File: src/rtl/uart_alu_intf.sv
// Frames three UART bytes (A, B, opcode) for an external ALU and hands its result to the UART TX.
// Optional inter-byte timeout enabled by defining UART_INTF_TIMEOUT_EN.
module uart_alu_intf #(
    parameter int unsigned DATA_W      = 8,
    parameter int unsigned OP_W        = 6,
    parameter int unsigned TIMEOUT_CYC = 50000
) (
    input  logic              i_clock,
    input  logic              i_reset,
    input  logic              i_rx_done,
    input  logic [7:0]        i_rx_byte,
    input  logic              i_tx_done,
    input  logic [DATA_W-1:0] i_alu_result,
    output logic [DATA_W-1:0] o_alu_a,
    output logic [DATA_W-1:0] o_alu_b,
    output logic [OP_W-1:0]   o_alu_op,
    output logic              o_tx_start,
    output logic [7:0]        o_tx_byte,
    output logic              o_busy,
    output logic              o_timeout
);

    typedef enum logic [2:0] {
        StWaitA,
        StWaitB,
        StWaitOp,
        StSend,
        StWaitTx
    } state_e;

    state_e            state_q, state_d;
    logic [DATA_W-1:0] alu_a_q, alu_a_d;
    logic [DATA_W-1:0] alu_b_q, alu_b_d;
    logic [OP_W-1:0]   alu_op_q, alu_op_d;
    logic [7:0]        tx_byte_q, tx_byte_d;
    logic              tx_start_q, tx_start_d;
    logic              rx_done_q, tx_done_q;
    logic              rx_evt, tx_evt;
    logic              expire;

    // Rising-edge detect so a held done level advances the FSM only once.
    assign rx_evt = i_rx_done & ~rx_done_q;
    assign tx_evt = i_tx_done & ~tx_done_q;

`ifdef UART_INTF_TIMEOUT_EN
    localparam int unsigned CntW = $clog2(TIMEOUT_CYC + 1);

    logic [CntW-1:0] cnt_q, cnt_d;
    logic            partial;

    assign partial = (state_q == StWaitB) || (state_q == StWaitOp);
    // A byte arriving in the expiry cycle wins over the timeout.
    assign expire  = partial && !rx_evt && (cnt_q == CntW'(TIMEOUT_CYC - 1));

    always_comb begin
        cnt_d = cnt_q + CntW'(1);
        if (rx_evt || expire || !partial) begin
            cnt_d = '0;
        end
    end

    always_ff @(posedge i_clock) begin
        if (i_reset) begin
            cnt_q <= '0;
        end else begin
            cnt_q <= cnt_d;
        end
    end
`else
    assign expire = 1'b0;
`endif

    always_comb begin
        state_d    = state_q;
        alu_a_d    = alu_a_q;
        alu_b_d    = alu_b_q;
        alu_op_d   = alu_op_q;
        tx_byte_d  = tx_byte_q;
        tx_start_d = 1'b0;
        unique case (state_q)
            StWaitA: begin
                if (rx_evt) begin
                    alu_a_d = DATA_W'(i_rx_byte);
                    state_d = StWaitB;
                end
            end
            StWaitB: begin
                if (rx_evt) begin
                    alu_b_d = DATA_W'(i_rx_byte);
                    state_d = StWaitOp;
                end else if (expire) begin
                    state_d = StWaitA;
                end
            end
            StWaitOp: begin
                if (rx_evt) begin
                    alu_op_d = i_rx_byte[OP_W-1:0];
                    state_d  = StSend;
                end else if (expire) begin
                    state_d = StWaitA;
                end
            end
            StSend: begin
                // ALU result has had a full cycle to settle on the registered fields.
                tx_byte_d  = i_alu_result[7:0];
                tx_start_d = 1'b1;
                state_d    = StWaitTx;
            end
            StWaitTx: begin
                if (tx_evt) begin
                    state_d = StWaitA;
                end
            end
            default: state_d = StWaitA;
        endcase
    end

    always_ff @(posedge i_clock) begin
        if (i_reset) begin
            state_q    <= StWaitA;
            alu_a_q    <= '0;
            alu_b_q    <= '0;
            alu_op_q   <= '0;
            tx_byte_q  <= '0;
            tx_start_q <= 1'b0;
            rx_done_q  <= 1'b1;
            tx_done_q  <= 1'b1;
        end else begin
            state_q    <= state_d;
            alu_a_q    <= alu_a_d;
            alu_b_q    <= alu_b_d;
            alu_op_q   <= alu_op_d;
            tx_byte_q  <= tx_byte_d;
            tx_start_q <= tx_start_d;
            rx_done_q  <= i_rx_done;
            tx_done_q  <= i_tx_done;
        end
    end

    assign o_alu_a    = alu_a_q;
    assign o_alu_b    = alu_b_q;
    assign o_alu_op   = alu_op_q;
    assign o_tx_byte  = tx_byte_q;
    assign o_tx_start = tx_start_q;
    assign o_busy     = (state_q == StSend) || (state_q == StWaitTx);
    assign o_timeout  = expire;

endmodule
File: config.mk
export PLATFORM = sky130hd
export DESIGN_NAME = uart_alu_intf
export DESIGN_NICKNAME = d
export VERILOG_FILES = /design/src/rtl/uart_alu_intf.sv
export SDC_FILE = /design/constraint.sdc
export NUM_CORES = 1
export LEC_CHECK = 0
export ABC_AREA = 1
export BUFFER_PORTS_ARGS = -buffer_cell sky130_fd_sc_hd__buf_2
export CAP_MARGIN = 5
export CORE_ASPECT_RATIO = 0.7
export CORE_MARGIN = 2
export CORE_UTILIZATION = 47
export DETAILED_ROUTE_END_ITERATION = 16
export GPL_ROUTABILITY_DRIVEN = 0
export PLACE_DENSITY = 0.88
export SYNTH_ARGS = -nofsm -noshare
export SYNTH_HDL_FRONTEND = slang
export SYNTH_SLANG_ARGS = --single-unit
File: constraint.sdc
create_clock -name i_clock -period 1.4 [get_ports i_clock]
set_clock_uncertainty 0.2 [all_clocks]
set_input_delay 0.42 -clock i_clock [delete_from_list [all_inputs] [get_ports i_clock]]
set_output_delay 0.42 -clock i_clock [all_outputs]
set_load 0.01 [all_outputs]
==> results.ini, run 1 <==
[synthesis]
ys_ff_latch = 36
synth.yosys.seq_area_share_pct = 54.2
syn_area_per_cell_um2 = 7.82
synth_top_area_cell = dfxtp_1
yosysUniqueCellTypes = 21
synth_top_cell_area_share_pct = 54.2
netlist_instances = 170
syn_nets = 190
netlist_top_cells_area = dfxtp_1 (54%), nor2_1 (18%), o21ai_0 (9.0%)
yosysWarnings = 0
syn-cell-area_um2 = 1330

[sta]
setup_violations = 2
max_freq_ghz = 0.614
post-route-min-period_ns = 1.63
setup_ws_ns = -0.228
tns_ns = -0.243
finalHoldViolations = 0
rsz0062_at_grt = yes
min_period_over_period_pct = 116
drv_slew = 0

[run]
maxCapViolCount = 0

[finish]
fill_cells = 226
syn2layout_area_growth_pct = 41.1
final_common_cell = nor2_1
fin_cells = 272
final_layout_size_suffix_gt1_share_pct = 46.2
finalNetCount = 255
regArea_um2 = 743
mostFrequentLayoutCells = nor2_1 (61), buf_2 (48), o21ai_0 (21)
multi_input_area_um2 = 563
antenna_cells = 0

[cts]
cts_hold_buffers = 0
cts_max_level = 2
cts_buffers = 5
root_buffer = clkbuf_8
clkTransAtPathRegs_ns = 0.07
cts_sinks = 36
clockBufferDepth = 2
cts_tree = built
clkLatencyLatePin_ns = 0.28

[setup_path]
r2r_cells = 8
regToRegStartpoint = state_q[0]$_SDFFE_PP0P_
setup.worst_path.start = state_q[2]$_SDFFE_PP0P_
cp_max_fo = 4
ff2ff_setup_slack_ns = -0.01
crit_path_end = o_busy
end_kind = primary output
path_cells = buf_4 -> nand2_2 -> nand2_2 -> buf_6
crit_arrival_ns = 1.01
cp_data_required_time_ns = 0.78
crit_cells = 4
slowest_delay_ns = 0.37
start_kind = flip-flop
timing.rr.end = o_alu_b[4]$_SDFFE_PP0P_
critical_path_class = reg2out
crit_path_frequent_cell = nand2_2
cp_top_family = flip-flops
critPathBufInv = 2
critPathSlowestCell = dfxtp_4

[floorplan]
rows = 16
core_area_um2 = 2740
io_pins = 53
fp.dieH_um = 48.5
dieArea_um2 = 3280
initial_core_util_pct = 48.4
die_x_um = 67.6

[power_and_ir_drop]
totalPowerFinal_uw = 1980
netSwitchingFraction_pct = 23.5
pwr-share-comb_pct = 8.0
pwr-share-clk_pct = 38.7
p_seq_share_pct = 53.3
powerDensity_nw_per_um2 = 1060
p_switching_uw = 466
ir_drop_mv = 0.618
leakagePower_uw = 0.000979
internal_power_uw = 1520

[grt]
grt.overflow.total = 0
grtUsageTotal_pct = 20.1
antenna_found_initial = 0
grt_pass1_vias = 1135
grt_pass1_wl_um = 4950
grt_max_degree = 31

[routing]
routed_wl_um = 3020
routed_via_density = 4.76
drt_pass1_iterations = 4
num_vias = 1296
drc_errors = 0
post_drt_wl_per_cell_um = 11.1
initialDrtViolationCount = 126
ant_nets = 0

[placed_design]
portBuffers = 51
dp_slack_ns = -0.132
dp_hpwl_um = 2150
dp_cells = 260

[outcome]
outcome = complete, but fails checks
violations = negative setup slack

[hold_path]
hold_path.class = in2reg
hold-path-cell-count = 2

==> metal layers <==
layer	global-route usage (%)	share of wire (%)	up-vias
li1	-	-	663
met4	7.14	0.50	0
met3	5.81	7.0	2
met2	30.1	45	44
met1	27.6	48	587
met5	0	0	-
==> timing repair <==
action / 4_1_cts / 5_1_grt
buffers inserted: 4 / 0
setup endpoints to repair: 3 / 44
pin swaps: 2 / 6
gates cloned: 0 / 0
resized for setup: 7 / 24
==> how the worst min path moves through the flow <==
stage / from / to / slack, ns
2_1_floorplan: i_reset / state_q[0]$_SDFFE_PP0P_ / 0.28
3_3_place_gp: o_tx_byte[1]$_SDFFE_PP0N_ / o_tx_byte[1]$_SDFFE_PP0N_ / 0.26
3_5_place_dp: o_tx_byte[4]$_SDFFE_PP0N_ / o_tx_byte[4]$_SDFFE_PP0N_ / 0.27
4_1_cts: i_tx_done / tx_done_q$_SDFF_PP1_ / 0.14
5_1_grt: i_tx_done / tx_done_q$_SDFF_PP1_ / 0.15
6_report: i_tx_done / tx_done_q$_SDFF_PP1_ / 0.14
==> registers in the layout, summed over array words and instances (netlist names) <==
name,flops
o_alu_a,8
o_alu_op,6
state_q,3
o_alu_b,8
o_tx_start,1
o_tx_byte,8
rx_done_q,1
tx_done_q,1
==> logic make-up (layout without fill, tap and decap cells) <==
logic type	Yosys count	count (layout)	synth area share (%)
DFF	36	36	54.2
buffers and inverters	16	82	5.08
other	1	1	0.282
AOI/OAI and AO/OA	33	33	12.4
and+or+nand+nor	84	84	28.0
==> cells in the mapped netlist (all sizes together) <==
library cell,n
or2,2
nand4,1
nor2,68
nand2,11
a21oi,3
buf,2
nand3,2
inv,11
dfxtp,36
conb,1
clkbuf,3
o21ai,30
==> per-stage QoR <==
stage	hold slack [ns]	util, %	cell area [um2]
after floorplan	0.282	-	1340
after global placement	0.258	61.3	1680
after detailed placement	0.270	61.3	1680
after CTS	0.135	66.8	1830
after global routing	0.151	68.4	1880
final	0.141	68.4	1880
==> cell type report <==
cell class                      instances  area share [%]
Sequential cell                        36            39.6
Multi-Input combinational cell        118            30.0
Timing Repair Buffer                   63            20.3
Clock buffer                            6            4.40
Inverter                               11            2.54
Tap cell                               36            2.40
Clock inverter                          2           0.734
==> power groups by stage <==
stage	logic (uW)	clock network, uW	registers [uW]
floorplan	62.5	0	1090
global placement	140	0	1080
detailed placement	143	0	1080
CTS	154	785	1050
global route	177	843	1060
finish	159	768	1060
Power figures use the tool's default switching activity.
==> run 2: changes to the inputs <==
- CAP_MARGIN: 5 -> 20
- CELL_PAD_IN_SITES_DETAIL_PLACEMENT: default -> 1
- CELL_PAD_IN_SITES_GLOBAL_PLACEMENT: default -> 1
- CORE_MARGIN: 2 -> 1.5
- CORE_UTILIZATION: 47 -> 33
==> run 2 against run 1 <==
- the flow still finishes with violations (negative setup slack)
- register-to-register slack got worse by 0.11 ns
- combinational power rose by 12%
- global-route usage is 2.3 points lower
- non-clock buffer count up 6
- critical path depth up 1
- first-iteration DRC count fell by 67%
- maximum frequency decreased by 4.6%
- die area up 35%
- largest cell class unchanged
- highest routed layer unchanged
==> results.ini, run 2 (synthesis results as in run 1) <==
[outcome]
outcome = complete, but fails checks
violations = negative setup slack

[placed_design]
portBuffers = 51
dpl_cell_area_um2 = 1710
dp_hpwl_um = 2730
dp_slack_ns = -0.146

[routing]
drc_errors = 0
routed_via_density = 4.78
initialDrtViolationCount = 41
num_vias = 1401
drt_pass1_iterations = 4
post_drt_wl_per_cell_um = 15.9
routed_wl_um = 4670
ant_nets = 0

[power_and_ir_drop]
ir_drop_mv = 0.405
powerDensity_nw_per_um2 = 1020
leakagePower_uw = 0.00103

[grt]
grt.overflow.total = 0
grt_pass1_wl_um = 5980
grtUsageTotal_pct = 17.8
antenna_found_initial = 0
grt_pass1_vias = 1222
grt_max_degree = 23

[finish]
fin_area_um2 = 2010
antenna_cells = 0
final_layout_size_suffix_gt1_share_pct = 54.8
syn2layout_area_growth_pct = 51.5
fill_cells = 486
finalNetCount = 261
mostFrequentLayoutCells = nor2_1 (53), buf_2 (45), dfxtp_2 (22)
final_common_cell = nor2_1

[setup_path]
r2r_cells = 8
critical_path_class = reg2out
ff2ff_setup_slack_ns = -0.12
end_kind = primary output
cp_data_required_time_ns = 0.78
timing.rr.end = o_tx_byte[3]$_SDFFE_PP0N_
crit_arrival_ns = 1.09
regToRegStartpoint = state_q[0]$_SDFFE_PP0P_
cp_max_fo = 3
start_kind = flip-flop

[cts]
cts_buffers = 5
cts_max_level = 2
cts_tree = built
root_buffer = clkbuf_8
clkLatencyLatePin_ns = 0.29
cts_hold_buffers = 0
clockBufferDepth = 2
clkTransAtPathRegs_ns = 0.07
cts_sinks = 36

[floorplan]
rows = 19
io_pins = 53
initial_core_util_pct = 34.1
dieArea_um2 = 4420
fp.dieH_um = 56.1
die_x_um = 78.8
core_area_um2 = 3900

[sta]
rsz0062_at_grt = yes
min_period_over_period_pct = 122
setup_violations = 16
drv_slew = 0
post-route-min-period_ns = 1.71
finalHoldViolations = 0
max_freq_ghz = 0.586
setup_ws_ns = -0.307
hold_ws_ns = 0.125

[hold_path]
hold_path.class = in2reg
min_from = i_tx_done
min_to = tx_done_q$_SDFF_PP1_
hold-path-cell-count = 2

[run]
maxCapViolCount = 0

==> run 2: cell types whose count changed in the layout (fill, tap and decap cells not counted), moves of 4 or more <==
cell     before  now
dfxtp_1      20   12
buf_6         4    8
dfxtp_2      15   22
nor2_2        3   11
buf_4        10   15
nor2_1       61   53
==> run 2: layout make-up <==
class,count,area (um2),share of cell area [%]
clock buffer,7,96.3,4.79
inverter,11,50.0,2.49
multi-input combinational,118,598,29.7
sequential,36,756,37.5
tap,52,65.1,3.23
timing repair buffer,69,448,22.2
==> run 2: power breakdown <==
part	switching, uW	internal [uW]
clock network	385	439
registers	15.3	1040
logic	100	77.9
==> run 2: per-layer routing <==
metal	track usage (%)	part of all wire, %	vias to the layer above
met5	0	0	-
met4	6.77	2.2	0
met3	4.43	4.4	9
met2	26.7	48	45
met1	24.7	46	670
li1	-	-	677
==> run 2: worst max-delay path by stage <==
stage | slack [ns] | endpoint | cells past startpoint | from
after global routing | -0.35 | o_busy | 5 | state_q[0]$_SDFFE_PP0P_
after global placement | -0.07 | o_alu_a[7]$_SDFFE_PP0P_ | 8 | i_rx_done
after floorplan | 0.004 | o_busy | 4 | state_q[2]$_SDFFE_PP0P_
after detailed placement | -0.15 | o_alu_a[5]$_SDFFE_PP0P_ | 8 | i_rx_done
final | -0.31 | o_busy | 5 | state_q[0]$_SDFFE_PP0P_
after CTS | -0.27 | o_busy | 5 | state_q[0]$_SDFFE_PP0P_
==> run 2: timing repair <==
item / in CTS / in global routing
gates resized for setup: 10 / 50
endpoints found under the hold margin: 0 / 0
gates cloned: 0 / 0
endpoints found under the setup margin: 15 / 45
pin swaps: 1 / 5
setup buffers: 4 / 6
==> run 2: per-stage QoR <==
stage	instances	power [uW]	utilization (%)	setup TNS, ns
final	293	2060	51.6	-1.28
after global routing	293	2140	51.6	-3.08
after global placement	277	1230	43.8	-0.815
after floorplan	170	1150	-	0
after detailed placement	277	1230	43.8	-1.96
after CTS	287	2040	47.6	-0.275
==> run 2: worst max-delay path, stage by stage, from the launching register on <==
cell	delay, ns
dfxtp_4	0.38
inv_4	0.04
nor2_4	0.11
nand2_2	0.08
nand2_2	0.08
buf_6	0.10
==> run 3: changes to the inputs <==
- CORE_MARGIN: 1.5 -> 10
==> run 3 against run 2 <==
- flip-flop and latch count stayed put
- highest routed layer unchanged
- the flow still finishes with violations (negative setup slack)
- final cell count is 1.4% higher
- sequential share of layout area is 1.5 points lower
==> results.ini, run 3 (synthesis results as in run 1) <==
[sta]
setup_violations = 33
max_freq_ghz = 0.596
post-route-min-period_ns = 1.68
hold_ws_ns = 0.124
tns_ns = -2.67
rsz0062_at_grt = yes
drv_slew = 0
min_period_over_period_pct = 120
finalHoldViolations = 0
setup_ws_ns = -0.277

[placed_design]
portBuffers = 51
dp_hpwl_um = 3250
dp_cells = 279

[setup_path]
cp_data_required_time_ns = 0.78
end_kind = primary output
crit_path_frequent_cell = nand2_2
critPathBufInv = 2
cp_max_fo = 3
crit_arrival_ns = 1.06
critical_path_class = reg2out
start_kind = flip-flop
path_cells = inv_4 -> nor2_4 -> nand2_2 -> nand2_2 -> buf_6
slowest_delay_ns = 0.40
critPathSlowestCell = dfxtp_4
cp_top_family = flip-flops

[cts]
clkTransAtPathRegs_ns = 0.07
root_buffer = clkbuf_8
cts_max_level = 2
clockBufferDepth = 2
clkLatencyLatePin_ns = 0.29
cts_tree = built
cts_buffers = 5
cts_sinks = 36

[routing]
ant_nets = 0
routed_wl_um = 5520
post_drt_wl_per_cell_um = 18.6
initialDrtViolationCount = 78
drt_pass1_iterations = 5
routed_via_density = 4.86
drc_errors = 0
num_vias = 1444

[floorplan]
io_pins = 53
core_area_um2 = 3900
rows = 19
fp.dieH_um = 73.1
initial_core_util_pct = 34.1
dieArea_um2 = 7010
die_x_um = 95.8

[power_and_ir_drop]
ir_drop_mv = 0.713
totalPowerFinal_uw = 2080
leakagePower_uw = 0.00105
internal_power_uw = 1570
p_seq_share_pct = 50.9
p_switching_uw = 513
netSwitchingFraction_pct = 24.6
powerDensity_nw_per_um2 = 986
pwr-share-clk_pct = 39.6
pwr-share-comb_pct = 9.5

[grt]
grt_pass1_wl_um = 7490
gr-usage-met3_pct = 5.14
use_met1_pct = 16.1
busiest_layer = met2
grt_max_degree = 31
grt_pass1_vias = 1414
grtUsageTotal_pct = 13.8
use_met2_pct = 22.8
grt.overflow.total = 0
antenna_found_initial = 0

[hold_path]
hold_path.class = in2reg

[finish]
final_common_cell = nor2_1
syn2layout_area_growth_pct = 58.8
antenna_cells = 0
fill_cells = 483
final_layout_size_suffix_gt1_share_pct = 56.3
fin_cells = 297
finalNetCount = 265
mostFrequentLayoutCells = nor2_1 (53), buf_2 (44), dfxtp_2 (23)

[outcome]
outcome = complete, but fails checks
violations = negative setup slack

[run]
maxCapViolCount = 0

==> run 3: changes by cell type in the layout (fill, tap and decap cells not counted), moves of 2 or more <==
cell / before / now
nor2_2: 11 / 8
buf_12: 1 / 3
nand2_2: 3 / 5
buf_4: 15 / 13
buf_6: 8 / 13
nand2_1: 6 / 4
dfxtp_1: 12 / 10
o21ai_2: 3 / 1
nor2_4: 3 / 6
==> run 3: timing repair <==
item | in CTS | in global routing
setup endpoints to repair | 22 | 56
gates cloned | 0 | 0
pin swaps | 6 | 11
resized for setup | 17 | 53
hold buffers | 0 | 0
buffers inserted | 6 | 6
==> run 3: area by class of cell <==
cell class | count | area [um2] | share of cell area (%)
well taps | 52 | 65.1 | 3.08
repair buffers | 73 | 524 | 24.9
multi-input cells | 118 | 611 | 28.9
clock buffers | 7 | 96.3 | 4.57
inverters | 11 | 52.6 | 2.49
flip-flops and latches | 36 | 761 | 36.1
==> run 3: power groups by stage <==
stage          logic (uW)  registers (uW)  clock network, uW
2_1_floorplan        62.5            1090                  0
3_3_place_gp          148            1080                  0
3_5_place_dp          154            1080                  0
4_1_cts               174            1050                807
5_1_grt               213            1060                881
6_report              198            1060                824
==> run 3: per-layer routing <==
metal	up-vias	share of wire, %
met4	0	2.3
met1	704	41
met2	46	50
met3	11	6.3
li1	683	-
met5	-	0
==> run 3: final timing paths <==
path                                     to                       from  depth (start not counted)  slack (ns)
setup / recovery                     o_busy    state_q[0]$_SDFFE_PP0P_                          5       -0.28
hold / removal         tx_done_q$_SDFF_PP1_                  i_tx_done                          2        0.12
setup reg to reg    o_alu_a[4]$_SDFFE_PP0P_    state_q[0]$_SDFFE_PP0P_                          6       -0.17
hold reg to reg   o_tx_byte[0]$_SDFFE_PP0N_  o_tx_byte[0]$_SDFFE_PP0N_                          2        0.28
==> run 3: worst register-to-register path, delay by kind of cell, from the launching register on <==
family,cells,cell delay [ns]
flip-flops,1,0.38
buffers and inverters,1,0.11
AND/OR/NAND/NOR,5,0.77
==> run 3: through the flow <==
step                setup WS (ns)  util, %  cell area, um2
floorplan                 0.00404        -            1340
global placement          -0.0784     44.5            1740
detailed placement         -0.171     44.5            1740
CTS                        -0.245     49.7            1940
global route               -0.307     54.1            2110
finish                     -0.277     54.1            2110
